--- config.mk ---
export PLATFORM = sky130hd
export DESIGN_NAME = store_drain_arbiter_flat
export DESIGN_NICKNAME = d
export VERILOG_FILES = /design/src/rtl/store_drain_arbiter_if.sv /design/src/rtl/store_drain_arbiter.sv /design/src/flat_wrapper.sv
export SDC_FILE = /design/constraint.sdc
export NUM_CORES = 1
export LEC_CHECK = 0
export BUFFER_PORTS_ARGS = -buffer_cell sky130_fd_sc_hd__buf_2
export CAP_MARGIN = 20
export CORE_MARGIN = 2
export CORE_UTILIZATION = 40
export DETAILED_ROUTE_END_ITERATION = 8
export GPL_TIMING_DRIVEN = 0
export PLACE_DENSITY = 0.78
export SYNTH_ARGS = -nofsm -noshare
export SYNTH_HDL_FRONTEND = slang
export SYNTH_SLANG_ARGS = --single-unit
--- constraint.sdc ---
create_clock -name clk_i -period 2.7 [get_ports clk_i]
set_clock_uncertainty 0.15 [all_clocks]
set_input_delay 0.135 -clock clk_i [delete_from_list [all_inputs] [get_ports clk_i]]
set_output_delay 0.135 -clock clk_i [all_outputs]
set_load 0.01 [all_outputs]
--- src/rtl/store_drain_arbiter_if.sv ---
// Data-cache request/response channel shared by the arbiter (master) and the cache (slave).
// cache_access_size_t is declared here so both sides of the channel agree on the size encoding.
typedef logic [1:0] cache_access_size_t;

interface store_drain_arbiter_if #(
   parameter int unsigned ADDR_SIZE = 32,
   parameter int unsigned WORD_SIZE = 32
) ();
   logic                 req_valid;
   logic                 req_ready;
   logic                 req_write;
   logic [ADDR_SIZE-1:0] req_addr;
   logic [WORD_SIZE-1:0] req_data;
   cache_access_size_t   req_size;
   logic                 resp_valid;
   logic [WORD_SIZE-1:0] rdata;

   modport master (
      output req_valid, req_write, req_addr, req_data, req_size,
      input  req_ready, resp_valid, rdata
   );

   modport slave (
      input  req_valid, req_write, req_addr, req_data, req_size,
      output req_ready, resp_valid, rdata
   );
endinterface

--- src/rtl/store_drain_arbiter.sv ---
// Shares the single data-cache port between pipeline loads and the store buffer drain,
// one access in flight, with fence support and a load-starvation limit for stores.
module store_drain_arbiter #(
   parameter int unsigned ADDR_SIZE    = 32,
   parameter int unsigned WORD_SIZE    = 32,
   parameter int unsigned STARVE_LIMIT = 8
) (
   input  logic                   clk_i,
   input  logic                   reset_i,
   input  logic                   ld_valid_i,
   input  logic [ADDR_SIZE-1:0]   ld_addr_i,
   input  cache_access_size_t     ld_size_i,
   output logic                   ld_done_o,
   output logic [WORD_SIZE-1:0]   ld_data_o,
   input  logic [ADDR_SIZE-1:0]   sb_addr_i,
   input  logic [WORD_SIZE-1:0]   sb_data_i,
   input  cache_access_size_t     sb_size_i,
   input  logic                   sb_empty_i,
   input  logic                   sb_full_i,
   output logic                   sb_get_o,
   input  logic                   fence_i,
   output logic                   fence_done_o,
   store_drain_arbiter_if.master  cache
);

   localparam int unsigned StarveW = $clog2(STARVE_LIMIT + 1);
   localparam logic [StarveW-1:0] StarveLimit = StarveW'(STARVE_LIMIT);

   typedef enum logic [2:0] {StIdle, StLdReq, StLdWait, StStReq, StStWait} state_e;

   state_e               state_q;
   logic [StarveW-1:0]   starve_q;
   logic                 req_valid_q;
   logic                 req_write_q;
   logic [ADDR_SIZE-1:0] req_addr_q;
   logic [WORD_SIZE-1:0] req_data_q;
   cache_access_size_t   req_size_q;
   logic                 drain_needed;

   // A waiting load yields to the store buffer only when the buffer is under pressure.
   assign drain_needed = !sb_empty_i &&
                         (sb_full_i || fence_i || (starve_q >= StarveLimit) || !ld_valid_i);

   always_ff @(posedge clk_i or posedge reset_i) begin
      if (reset_i) begin
         state_q     <= StIdle;
         starve_q    <= '0;
         req_valid_q <= 1'b0;
         req_write_q <= 1'b0;
         req_addr_q  <= '0;
         req_data_q  <= '0;
         req_size_q  <= '0;
      end else begin
         unique case (state_q)
            StIdle: begin
               if (sb_empty_i) begin
                  starve_q <= '0;
               end
               if (drain_needed) begin
                  req_valid_q <= 1'b1;
                  req_write_q <= 1'b1;
                  req_addr_q  <= sb_addr_i;
                  req_data_q  <= sb_data_i;
                  req_size_q  <= sb_size_i;
                  starve_q    <= '0;
                  state_q     <= StStReq;
               end else if (ld_valid_i && !fence_i) begin
                  req_valid_q <= 1'b1;
                  req_write_q <= 1'b0;
                  req_addr_q  <= ld_addr_i;
                  req_data_q  <= '0;
                  req_size_q  <= ld_size_i;
                  if (!sb_empty_i && !(&starve_q)) begin
                     starve_q <= starve_q + StarveW'(1);
                  end
                  state_q     <= StLdReq;
               end
            end
            StLdReq: begin
               if (cache.req_ready) begin
                  req_valid_q <= 1'b0;
                  state_q     <= StLdWait;
               end
            end
            StLdWait: begin
               if (cache.resp_valid) begin
                  state_q <= StIdle;
               end
            end
            StStReq: begin
               if (cache.req_ready) begin
                  req_valid_q <= 1'b0;
                  state_q     <= StStWait;
               end
            end
            StStWait: begin
               if (cache.resp_valid) begin
                  state_q <= StIdle;
               end
            end
            default: begin
               req_valid_q <= 1'b0;
               state_q     <= StIdle;
            end
         endcase
      end
   end

   assign cache.req_valid = req_valid_q;
   assign cache.req_write = req_write_q;
   assign cache.req_addr  = req_addr_q;
   assign cache.req_data  = req_data_q;
   assign cache.req_size  = req_size_q;

   // Completion pulses coincide with the cache response; the store buffer pops on that edge.
   assign ld_done_o    = (state_q == StLdWait) && cache.resp_valid;
   assign sb_get_o     = (state_q == StStWait) && cache.resp_valid;
   assign ld_data_o    = cache.rdata;
   assign fence_done_o = fence_i && sb_empty_i && (state_q == StIdle);

endmodule

--- src/flat_wrapper.sv ---
// flat-port wrapper written by rule: the top's interface ports become plain ports
module store_drain_arbiter_flat 
#(
   parameter int unsigned ADDR_SIZE    = 32,
   parameter int unsigned WORD_SIZE    = 32,
   parameter int unsigned STARVE_LIMIT = 8
)
  (clk_i, reset_i, ld_valid_i, ld_addr_i, ld_size_i, ld_done_o, ld_data_o, sb_addr_i, sb_data_i, sb_size_i, sb_empty_i, sb_full_i, sb_get_o, fence_i, fence_done_o, cache_req_valid, cache_req_write, cache_req_addr, cache_req_data, cache_req_size, cache_req_ready, cache_resp_valid, cache_rdata);
  store_drain_arbiter_if #(.ADDR_SIZE(ADDR_SIZE), .WORD_SIZE(WORD_SIZE)) cache_i ();
  input  logic clk_i;
  input  logic reset_i;
  input  logic ld_valid_i;
  input  logic [ADDR_SIZE-1:0] ld_addr_i;
  input  cache_access_size_t ld_size_i;
  output logic ld_done_o;
  output logic [WORD_SIZE-1:0] ld_data_o;
  input  logic [ADDR_SIZE-1:0] sb_addr_i;
  input  logic [WORD_SIZE-1:0] sb_data_i;
  input  cache_access_size_t sb_size_i;
  input  logic sb_empty_i;
  input  logic sb_full_i;
  output logic sb_get_o;
  input  logic fence_i;
  output logic fence_done_o;
  output wire logic [$bits(cache_i.req_valid)-1:0] cache_req_valid;
  output wire logic [$bits(cache_i.req_write)-1:0] cache_req_write;
  output wire logic [$bits(cache_i.req_addr)-1:0] cache_req_addr;
  output wire logic [$bits(cache_i.req_data)-1:0] cache_req_data;
  output wire logic [$bits(cache_i.req_size)-1:0] cache_req_size;
  input wire logic [$bits(cache_i.req_ready)-1:0] cache_req_ready;
  input wire logic [$bits(cache_i.resp_valid)-1:0] cache_resp_valid;
  input wire logic [$bits(cache_i.rdata)-1:0] cache_rdata;
  assign cache_req_valid = cache_i.req_valid;
  assign cache_req_write = cache_i.req_write;
  assign cache_req_addr = cache_i.req_addr;
  assign cache_req_data = cache_i.req_data;
  assign cache_req_size = cache_i.req_size;
  assign cache_i.req_ready = cache_req_ready;
  assign cache_i.resp_valid = cache_resp_valid;
  assign cache_i.rdata = cache_rdata;
  store_drain_arbiter #(.ADDR_SIZE(ADDR_SIZE), .WORD_SIZE(WORD_SIZE), .STARVE_LIMIT(STARVE_LIMIT)) u_core (.clk_i(clk_i), .reset_i(reset_i), .ld_valid_i(ld_valid_i), .ld_addr_i(ld_addr_i), .ld_size_i(ld_size_i), .ld_done_o(ld_done_o), .ld_data_o(ld_data_o), .sb_addr_i(sb_addr_i), .sb_data_i(sb_data_i), .sb_size_i(sb_size_i), .sb_empty_i(sb_empty_i), .sb_full_i(sb_full_i), .sb_get_o(sb_get_o), .fence_i(fence_i), .fence_done_o(fence_done_o), .cache(cache_i));
endmodule
==> results of run 1 <==
## power by group through the flow
stage / registers (mW) / clock network, mW / logic [mW]
global route: 1.99 / 0.898 / 3.04
finish: 1.93 / 0.835 / 2.81
detailed placement: 1.92 / 0 / 2.18
CTS: 1.90 / 0.847 / 2.74
floorplan: 2.13 / 0 / 1.07
global placement: 1.90 / 0 / 2.12
## synthesized netlist by cell type
library cell / instances / area, sq um
a22o_1: 32 / 280.3
nand4b_1: 1 / 8.760
o311a_1: 1 / 10.01
o21bai_1: 1 / 7.510
nor2_2: 1 / 6.260
inv_1: 4 / 15.01
and3_1: 2 / 12.51
buf_2: 13 / 65.06
or3_4: 1 / 11.26
a31oi_1: 35 / 219.0
nor3b_1: 1 / 7.510
clkbuf_1: 4 / 15.01
nand2b_1: 2 / 12.51
or2_2: 1 / 6.260
o22ai_1: 1 / 6.260
o31ai_1: 1 / 7.510
dfrtp_1: 75 / 1877
nor2b_1: 1 / 6.260
nor2_1: 39 / 146.4
nor3_2: 1 / 10.01
o21ai_0: 5 / 25.02
a21oi_4: 1 / 16.27
buf_4: 38 / 285.3
a22oi_1: 1 / 7.510
nand2_1: 78 / 292.8
nor4b_2: 1 / 15.01
a21o_1: 1 / 7.510
a21boi_0: 1 / 7.510
nor4bb_1: 1 / 10.01
or3_1: 1 / 6.260
a21oi_1: 3 / 15.01
ha_1: 2 / 25.02
## metal layers
metal  vias up  track usage [%]
met5         -                0
met4         0            8.776
met3        27            6.647
met2       235            47.92
met1      1863            30.94
li1       1824                -
## worst max path at each step
stage | cells past startpoint | from | to
2_1_floorplan | 1 | reset_i | u_core.cache.req_addr[0]$_DFFE_PP0P_
3_3_place_gp | 2 | reset_i | u_core.starve_q[2]$_DFFE_PP0P_
3_5_place_dp | 5 | u_core.state_q[0]$_DFFE_PP0P_ | u_core.cache.req_data[16]$_DFFE_PP0P_
4_1_cts | 7 | u_core.state_q[2]$_DFFE_PP0P_ | u_core.cache.req_size[1]$_DFFE_PP0P_
5_1_grt | 7 | u_core.starve_q[3]$_DFFE_PP0P_ | u_core.cache.req_addr[12]$_DFFE_PP0P_
6_report | 7 | u_core.state_q[2]$_DFFE_PP0P_ | u_core.cache.req_addr[24]$_DFFE_PP0P_
## stage by stage
stage               total power, mW  setup TNS (ns)  std cells  hold slack (ns)  cell area, sq um
CTS                           5.485               0        785          0.03609              5878
detailed placement            4.101               0        666          -0.1364              4656
global placement              4.014          -25.33        665           0.2037              4626
global route                  5.926               0        786          0.04964              5881
floorplan                     3.202               0        350          0.09225              3443
finish                        5.571               0        786          0.06767              5881
## state kept, by name (all words and copies together), names as in the netlist
signal                  flops
u_core.cache.req_addr      32
u_core.cache.req_data      32
u_core.cache.req_size       2
u_core.cache.req_valid      1
u_core.cache.req_write      1
u_core.starve_q             4
u_core.state_q              3
## cell families after synthesis
group                    after synthesis  synth area share [%]
AO/OA/AOI/OAI                         83                 17.70
adder cells (fa/ha/maj)                2                0.7266
buffers and inverters                 59                 11.05
flip-flops                            75                 54.51
AND/OR/NAND/NOR                      131                 16.03
## worst reg2reg max path: cells and delay by family, from the launching register on
family	cells	cell delay [ns]
DFF	1	0.35
and+or+nand+nor	1	0.45
AOI/OAI and AO/OA	2	0.29
buffers and inverters	4	1.18
## cell type report
| cell class | count | area [sq um] |
|---|---|---|
| tap | 105 | 131.4 |
| clock buffer | 9 | 123.9 |
| timing repair buffer | 315 | 2120 |
| clock inverter | 6 | 57.56 |
| buffer | 55 | 365.4 |
| sequential | 75 | 1877 |
| antenna | 1 | 2.502 |
| fill | 612 | 2419 |
| multi-input combinational | 216 | 1186 |
| inverter | 4 | 17.52 |
## repair_timing
action	4_1_cts	5_1_grt
hold endpoints to repair	144	0
buffers inserted	0	0
hold buffers	104	0
setup endpoints to repair	0	0
==> results.env, run 1 <==
OUTCOME='complete, no violations'
FIRST_GLOBAL_VIAS=3992
CP_CELL_SEQUENCE='buf_2 > or3_4 > a21oi_4 > buf_4 > buf_4 > a31oi_1 > dlygate4sd3_1'
GLOBALROUTETOTALUTIL_PCT=26.63
START_UTIL_PCT=41.49
RELSLEWSLACK_PCT=60.95
DRC=0
TRITONCTS='built'
INITIALDRTVIOLATIONCOUNT=112
SHARE_OF_FINAL_LAYOUT_STANDARD_CELLS_STRONGER_THAN_DRIVE_STRENGTH_1_PCT=41.76
CLOCK_TREE_BUF_DEPTH=2
ROUTE.MET3.WL_MICRONS=994
PRE_CTS_SETUP_SLACK_NS=0.6809
GRT_OVERFLOW=0
CLK_LATENCY_NS=0.33
POST_SYNTH_INST_COUNT=350
P_SW_SHARE_PCT=37.01
START_KIND='flop'
FINAL-HOLD-VIOLATION-COUNT=0
MAX_CAP_VIOLATIONS=0
FINAL_PERIOD_MINUS_WORST_SETUP_SLACK_NS=2.544
CLK_PIN_SLEW_NS=0.08
DR_TOTAL_VIAS=3949
MOST-COMMON-LAYOUT-CELLS='buf_2 (223), dlygate4sd3_1 (104), nand2_1 (78)'
CHIPHEIGHT_MICRONS=96.78
DETAIL_ROUTE.WIRELENGTH_MICRONS=12590
SETUP_VIOL=0
AREA_DELTA_SYNTH_FINAL_PCT=70.78
CP_SLOWEST_CELL='dlygate4sd3_1'
MAPPEDNETLISTAREA_SQ_UM=3443
NUM_IO_PINS=243
CTS_INSERTED_BUFFERS=9
DRTPASS1ITERATIONS=4
WORST_PATH_ARRIVAL_NS=2.60
REGISTER_SHARE_OF_TOTAL_POWER_PCT=34.6
GP_CONGESTION=0.8418
AVGSYNTHCELLAREA_SQ_UM=9.838
DP_HPWL_MICRONS=7859
PATH_DEPTH_OF_THE_WORST_REG2REG_PATH=7
FINISH.NET_COUNT=818
R2R_SLACK_NS=0.16
CLOCK_POWER_SHARE_PCT=15.0
WORST-ENDPOINT-REQUIRED_NS=2.76
CP_NUM_BUF_INV=4
MAX-VDD-IR-DROP_mV=0.5383
RSZ0062_AT_GRT='no'
HOLD_CLASS='in -> async'
SYNTH.YOSYS.SEQ_AREA_SHARE_PCT=54.51
CRIT_FAMILY='buffers and inverters'
CLKSINKCOUNT=75
YOSYS_WARNINGS=0
MAXIMUM_NUMBER_OF_PINS_ON_ONE_NET_BEFORE_GLOBAL_ROUTE_REPAIR=73
ROWS=33
FINALCRITPERIODSHARE_PCT=94.20
WIRELENGTH_MET1_MICRONS=4701
MET2_WIRELENGTH_MICRONS=6594
COMBINATIONALPOWERSHARE_PCT=50.4
CRITPATHCAPTURETYPE='flop'
TOP_LAYER='met4'
IO_BUFFER_COUNT=210
WORSTREG2REGSTART='u_core.state_q[2]$_DFFE_PP0P_'
SETUP.WORST_PATH.CLASS='reg -> reg'
GRT_FIRST_PASS_WIRELENGTH_MICRONS=20200
R2R_END='u_core.cache.req_addr[24]$_DFFE_PP0P_'
CRITICAL_PATH_PEAK_FANOUT=10
INITIAL_ANTENNA_VIOLATION_COUNT=1
MAX_FREQ_MHz=393.2
MAXSLEWVIOLCOUNT=0
FINALWORSTSETUPSLACK_NS=0.1565
POWER.NET_SWITCHING_mW=2.062
CPMOSTUSEDCELL='buf_4'
POST_CTS_RESIZED=0
FP.COREAREA_SQ_UM=8299
YOSYS_REGISTER_BITS=75
SYNTH_CELL_TYPE_COUNT=32
P_INT_mW=3.509
WORST_SLEW_PIN_SLEW_NS=0.5837
MOSTFREQUENTLAYOUTCELL='buf_2'
SYNTH.NET_COUNT=492
DIE_X_MICRONS=96.78
POSTROUTEANTENNANETS=0
P_PER_AREA_nW_PER_UM2=947.3
CLOCK-ROOT-BUFFER='clkbuf_8'
FLOORPLAN_DIE_AREA_SQ_UM=9366
VIA_PER_INST=5.024
ROUTE.DETAILED.WL_PER_INST_MICRONS=16.02
CTS_HTREE_LEVELS=3
POWER.LEAKAGE_nW=3.011
FINAL_CORE_UTIL_PCT=70.86
MAX_STAGE_DELAY_NS=0.59
Power figures use the tool's default switching activity.
==> inputs of run 2 (changes only) <==
- CORE_ASPECT_RATIO: not set -> 0.6
==> run 2 against run 1 <==
- combinational power barely moved
- maximum frequency down 0.75%
- final area increased by 2.7%
- critical endpoint is now u_core.cache.req_addr[29]$_DFFE_PP0P_
==> results.env, run 2 (synthesis gave the netlist of run 1 again) <==
CRITPATHCAPTURETYPE='flop'
FP.COREAREA_SQ_UM=8426
ROUTE.DETAILED.WL_PER_INST_MICRONS=15.25
WORST-ENDPOINT-REQUIRED_NS=2.81
WORST_SLEW_PIN_SLEW_NS=0.5977
P_PER_AREA_nW_PER_UM2=1008
START_KIND='flop'
NUM_IO_PINS=243
DR_TOTAL_VIAS=3859
FINAL_DESIGN_AREA_NO_FILL_SQ_UM=6042
WHS_PATH_DEPTH=4
CLOCK-ROOT-BUFFER='clkbuf_16'
FINAL-HOLD-VIOLATION-COUNT=0
CLK_LATENCY_NS=0.32
FINAL_PERIOD_MINUS_WORST_SETUP_SLACK_NS=2.563
N_ANTENNA_CELL=0
CRITICAL_PATH_PEAK_FANOUT=10
SETUP_VIOL=0
FIRST_GLOBAL_VIAS=3683
FINALCRITPERIODSHARE_PCT=94.91
FINISH.NET_COUNT=818
P_SW_SHARE_PCT=33.96
AREA_DELTA_SYNTH_FINAL_PCT=75.47
INITIALDRTVIOLATIONCOUNT=188
USE_MET2_PCT=43.83
R2R_END='u_core.cache.req_addr[29]$_DFFE_PP0P_'
SETUP.WORST_PATH.CLASS='reg -> reg'
GRT.BUSIEST_LAYER='met2'
FLOORPLAN_DIE_AREA_SQ_UM=9391
CLK_PIN_SLEW_NS=0.05
POSTROUTEANTENNANETS=0
CP_SLOWEST_CELL='dlygate4sd3_1'
GLOBALROUTETOTALUTIL_PCT=25.24
MOST-COMMON-LAYOUT-CELLS='buf_2 (223), dlygate4sd3_1 (104), nand2_1 (78)'
CLKSINKCOUNT=75
HOLD_PATH.STARTPOINT='sb_full_i'
IO_BUFFER_COUNT=210
COMBINATIONALPOWERSHARE_PCT=45.9
CPMOSTUSEDCELL='buf_2'
START_UTIL_PCT=40.87
MAX_STAGE_DELAY_NS=0.57
MAX_FREQ_MHz=390.2
MOSTFREQUENTLAYOUTCELL='buf_2'
DRC=0
HOLD_CLASS='in -> reg'
ROWS=26
GRT_OVERFLOW=0
SETUP_FIX_BUFS_POST_CTS=0
TRITONCTS='built'
GRT_FIRST_PASS_WIRELENGTH_MICRONS=17780
DP_HPWL_MICRONS=7498
SHARE_OF_FINAL_LAYOUT_STANDARD_CELLS_STRONGER_THAN_DRIVE_STRENGTH_1_PCT=41.56
GRT_UTIL_MET1_PCT=30.10
N_FILL_CELL=624
PATH_DEPTH_OF_THE_WORST_REG2REG_PATH=7
POWER.LEAKAGE_nW=3.076
R2R_SLACK_NS=0.14
CLOCK_TREE_BUF_DEPTH=2
GRTUSAGEMET3_PCT=6.886
INITIAL_ANTENNA_VIOLATION_COUNT=0
CLOCK_POWER_SHARE_PCT=22.4
P_INT_mW=4.023
CRIT_FAMILY='buffers and inverters'
WORSTHOLDENDPOINT='u_core.starve_q[3]$_DFFE_PP0P_'
RELSLEWSLACK_PCT=60.00
CTS_HTREE_LEVELS=3
DIE_X_MICRONS=123.8
REGISTER_SHARE_OF_TOTAL_POWER_PCT=31.7
CP_CELL_SEQUENCE='nor4b_2 > or2_2 > buf_2 > buf_2 > nand2_1 > a31oi_1 > dlygate4sd3_1'
CTS_INSERTED_BUFFERS=9
WORSTREG2REGSTART='u_core.starve_q[3]$_DFFE_PP0P_'
TOTALNEGATIVESETUPSLACK_NS=0
DETAIL_ROUTE.WIRELENGTH_MICRONS=12100
WORST_PATH_ARRIVAL_NS=2.68
PLACEMENT.CELL_AREA_SQ_UM=4657
VIA_PER_INST=4.866
CHIPHEIGHT_MICRONS=75.87
DRTPASS1ITERATIONS=6
GP_CONGESTION=0.7791
MAXSLEWVIOLCOUNT=0
MAX_CAP_VIOLATIONS=0
POWER.NET_SWITCHING_mW=2.069
RSZ0062_AT_GRT='no'
MAX-VDD-IR-DROP_mV=0.4997
MAXIMUM_NUMBER_OF_PINS_ON_ONE_NET_BEFORE_GLOBAL_ROUTE_REPAIR=44
OUTCOME='complete, no violations'
CP_NUM_BUF_INV=3
[run 2: cell types whose count changed in the layout (fill, tap and decap cells not counted), sizes merged]
cell	previous run	this run
clkbuf	13	16
diode	1	0
clkinv	4	0
bufinv	1	3
[run 2: repair_timing]
item,CTS,global route
hold buffers,104,0
hold endpoints to repair,101,0
gates resized for setup,0,0
[run 2: final cells by class]
cell class | count | area, sq um | area share, %
Sequential cell | 75 | 1877 | 31.06
Inverter | 4 | 17.52 | 0.2899
Clock inverter | 4 | 97.59 | 1.615
Tap cell | 112 | 140.1 | 2.319
Multi-Input combinational cell | 216 | 1186 | 19.63
Clock buffer | 12 | 246.5 | 4.080
Timing Repair Buffer | 315 | 2112 | 34.96
Buffer | 55 | 365.4 | 6.047
[run 2: worst min-delay path, cell delays in order]
cell and delay, ns:
buf_2 0.08, nor4b_2 0.04, nand2b_1 0.14, o31ai_1 0.09
[run 2: through the flow]
step                      power (mW)  utilization (%)  setup slack, ns  hold slack (ns)  instances
final                          6.092            71.71           0.1373          0.05392        793
after global routing           6.492            71.71         0.002431          0.09275        793
after CTS                      6.021            71.71           0.2027          0.04650        793
after detailed placement       4.094            55.27           0.6909          0.02453        673
after global placement         4.007            55.00          -0.3869           0.2002        672
after floorplan                3.202                -           0.5050          0.09225        350
[run 2: worst max-delay path by stage]
| stage | slack [ns] | from | end | depth (start not counted) |
|---|---|---|---|---|
| final | 0.14 | u_core.starve_q[3]$_DFFE_PP0P_ | u_core.cache.req_addr[29]$_DFFE_PP0P_ | 7 |
| after global routing | 0.002 | u_core.starve_q[3]$_DFFE_PP0P_ | u_core.cache.req_addr[23]$_DFFE_PP0P_ | 7 |
| after CTS | 0.20 | u_core.state_q[2]$_DFFE_PP0P_ | u_core.cache.req_addr[24]$_DFFE_PP0P_ | 7 |
| after detailed placement | 0.69 | u_core.state_q[0]$_DFFE_PP0P_ | u_core.cache.req_data[26]$_DFFE_PP0P_ | 5 |
| after global placement | -0.39 | reset_i | u_core.cache.req_addr[3]$_DFFE_PP0P_ | 2 |
| after floorplan | 0.51 | reset_i | u_core.cache.req_addr[0]$_DFFE_PP0P_ | 1 |
[run 2: power by group through the flow]
stage | combinational (mW) | clock, mW | sequential, mW
2_1_floorplan | 1.07 | 0 | 2.13
3_3_place_gp | 2.11 | 0 | 1.90
3_5_place_dp | 2.18 | 0 | 1.91
4_1_cts | 2.72 | 1.39 | 1.91
5_1_grt | 3.06 | 1.45 | 1.98
6_report | 2.80 | 1.36 | 1.93
[run 2: layer usage]
metal / vias to the layer above / part of all wire (%) / wire length (microns)
met3: 27 / 8.0 / 963
li1: 1820 / - / -
met1: 1815 / 40 / 4796
met4: 0 / 2.5 / 301
met2: 197 / 50 / 6033
met5: - / 0 / 0
==> inputs of run 3 (changes only) <==
- CORE_MARGIN: 2 -> 4
- PLACE_DENSITY: 0.78 -> 0.9
==> run 3 against run 2 <==
- clock power hardly changed
- global-route usage is 1.6 points higher
- hold slack better by 0.059 ns
- sequential power is 2% higher
- critical path depth stayed put
- cell count is 0.50% lower
- count of clock-buffer cells in the layout is 1 lower
- critical path type unchanged
- largest cell class unchanged
- highest routed layer unchanged
==> results.env, run 3 (synthesis gave the netlist of run 1 again) <==
FIN_CELLS=789
CRITPATHCAPTURETYPE='flop'
START_UTIL_PCT=42.34
CRIT_PATH_START='u_core.starve_q[3]$_DFFE_PP0P_'
RSZ0062_AT_GRT='no'
GRT_OVERFLOW=0
WHS_PATH_DEPTH=4
FINAL_CORE_UTIL_PCT=74.60
TRITONCTS='built'
MAX_CAP_VIOLATIONS=0
P_PER_AREA_nW_PER_UM2=1025
FINISH.NET_COUNT=818
DRC=0
DP_HPWL_MICRONS=8266
PLACE_INST=669
FINALCRITPERIODSHARE_PCT=94.87
MAXIMUM_NUMBER_OF_PINS_ON_ONE_NET_BEFORE_GLOBAL_ROUTE_REPAIR=76
CLOCK_TREE_BUF_DEPTH=2
FINAL_PERIOD_MINUS_WORST_SETUP_SLACK_NS=2.561
FP.COREAREA_SQ_UM=8133
CLK_LATENCY_NS=0.32
IO_BUFFER_COUNT=210
GP_CONGESTION=0.9073
RELSLEWSLACK_PCT=65.53
ROWS=25
VIA_PER_INST=5.246
START_KIND='flop'
NUM_IO_PINS=243
CLKSINKCOUNT=75
MAX_STAGE_DELAY_NS=0.58
SHARE_OF_FINAL_LAYOUT_STANDARD_CELLS_STRONGER_THAN_DRIVE_STRENGTH_1_PCT=41.91
WORST-ENDPOINT-REQUIRED_NS=2.81
MAX-VDD-IR-DROP_mV=0.6145
POWER.TOTAL_mW=6.217
HOLD_PATH.STARTPOINT='sb_full_i'
DETAIL_ROUTE.WIRELENGTH_MICRONS=14140
MOSTFREQUENTLAYOUTCELL='buf_2'
CTS_HTREE_LEVELS=3
DR_TOTAL_VIAS=4139
CTS_INSERTED_BUFFERS=9
CLOCK-ROOT-BUFFER='clkbuf_16'
SETUP.WORST_PATH.CLASS='reg -> reg'
PATH_DEPTH_OF_THE_WORST_REG2REG_PATH=7
WORSTREG2REGSTART='u_core.starve_q[3]$_DFFE_PP0P_'
CP_SLOWEST_CELL='dlygate4sd3_1'
WORST_PATH_ARRIVAL_NS=2.67
DIE_X_MICRONS=127.8
FLOORPLAN_DIE_AREA_SQ_UM=10210
FINAL-HOLD-VIOLATION-COUNT=0
POSTROUTEANTENNANETS=0
CP_CELL_SEQUENCE='nor4b_4 > or2_2 > buf_2 > clkbuf_4 > nand2_1 > a31oi_1 > dlygate4sd3_1'
GLOBALROUTETOTALUTIL_PCT=26.83
CLK_PIN_SLEW_NS=0.06
MET2_WIRELENGTH_MICRONS=7033
FIRST_GLOBAL_VIAS=4267
TOP_LAYER='met4'
MAX_FREQ_MHz=390.4
AREA_DELTA_SYNTH_FINAL_PCT=76.20
GRT_FIRST_PASS_WIRELENGTH_MICRONS=21610
CHIPHEIGHT_MICRONS=79.87
WIRELENGTH_MET1_MICRONS=5347
DRTPASS1ITERATIONS=6
SETUP_VIOL=0
TOTALNEGATIVESETUPSLACK_NS=0
MOST-COMMON-LAYOUT-CELLS='buf_2 (222), dlygate4sd3_1 (104), nand2_1 (78)'
FINAL.HOLD.WORST_SLACK_NS=0.1130
INITIALDRTVIOLATIONCOUNT=289
SETUP_FIX_BUFS_POST_CTS=0
WORST_SLEW_PIN_SLEW_NS=0.5171
MAXSLEWVIOLCOUNT=0
INITIAL_ANTENNA_VIOLATION_COUNT=0
ROUTE.DETAILED.WL_PER_INST_MICRONS=17.92
OUTCOME='complete, no violations'
HOLD_CLASS='in -> reg'
ROUTE.MET3.WL_MICRONS=1368
CRITICAL_PATH_PEAK_FANOUT=10
POWER.LEAKAGE_nW=3.089
==> run 3: cell types whose count changed in the layout (fill, tap and decap cells not counted), sizes merged <==
cell	change
buf	-1
diode	+1
==> run 3: report_power, final <==
part / internal [mW] / switching (mW)
Sequential: 1.64 / 0.327
Clock: 0.948 / 0.442
Combinational: 1.46 / 1.40
Total: 4.05 / 2.17
==> run 3: through the flow <==
stage               cell area, sq um  setup WS, ns
floorplan                       3443        0.5050
global placement                4629       -0.3314
detailed placement              4659        0.6940
CTS                             6051        0.1568
global route                    6065       0.01302
finish                          6067        0.1386
==> run 3: per-layer routing <==
metal  global-route usage, %  vias up
li1                        -     1819
met1                   31.15     1992
met2                   47.23      282
met3                   7.821       46
met4                   10.06        0
met5                       0        -
==> run 3: final cells by class <==
type	instances	area, sq um
diodes	1	2.502
plain buffers	55	367.9
clock buffers	11	252.7
clock inverters	4	97.59
fillers	513	2066
inverters	4	17.52
multi-input cells	216	1197
flip-flops and latches	75	1877
well taps	108	135.1
repair buffers	315	2120
==> run 3: path summary, 6_finish.rpt <==
kind / slack, ns / to
setup / recovery: 0.14 / u_core.cache.req_addr[19]$_DFFE_PP0P_
hold / removal: 0.11 / u_core.starve_q[1]$_DFFE_PP0P_
setup reg to reg: 0.14 / u_core.cache.req_addr[19]$_DFFE_PP0P_
hold reg to reg: 0.35 / u_core.cache.req_data[21]$_DFFE_PP0P_
max in group asynchronous: 1.80 / u_core.starve_q[0]$_DFFE_PP0P_
min in group asynchronous: 0.31 / u_core.cache.req_data[23]$_DFFE_PP0P_
==> run 3: worst max-delay path: cells and delay by family (launching register included) <==
family	cells	cell delay, ns
flip-flops	1	0.43
AND/OR/NAND/NOR	3	0.62
buffers and inverters	3	1.09
AO/OA/AOI/OAI	1	0.21
==> run 3: repair_timing <==
item	CTS	global route
endpoints found under the hold margin	143	0
hold buffers	104	0
resized for setup	0	3
endpoints found under the setup margin	0	8
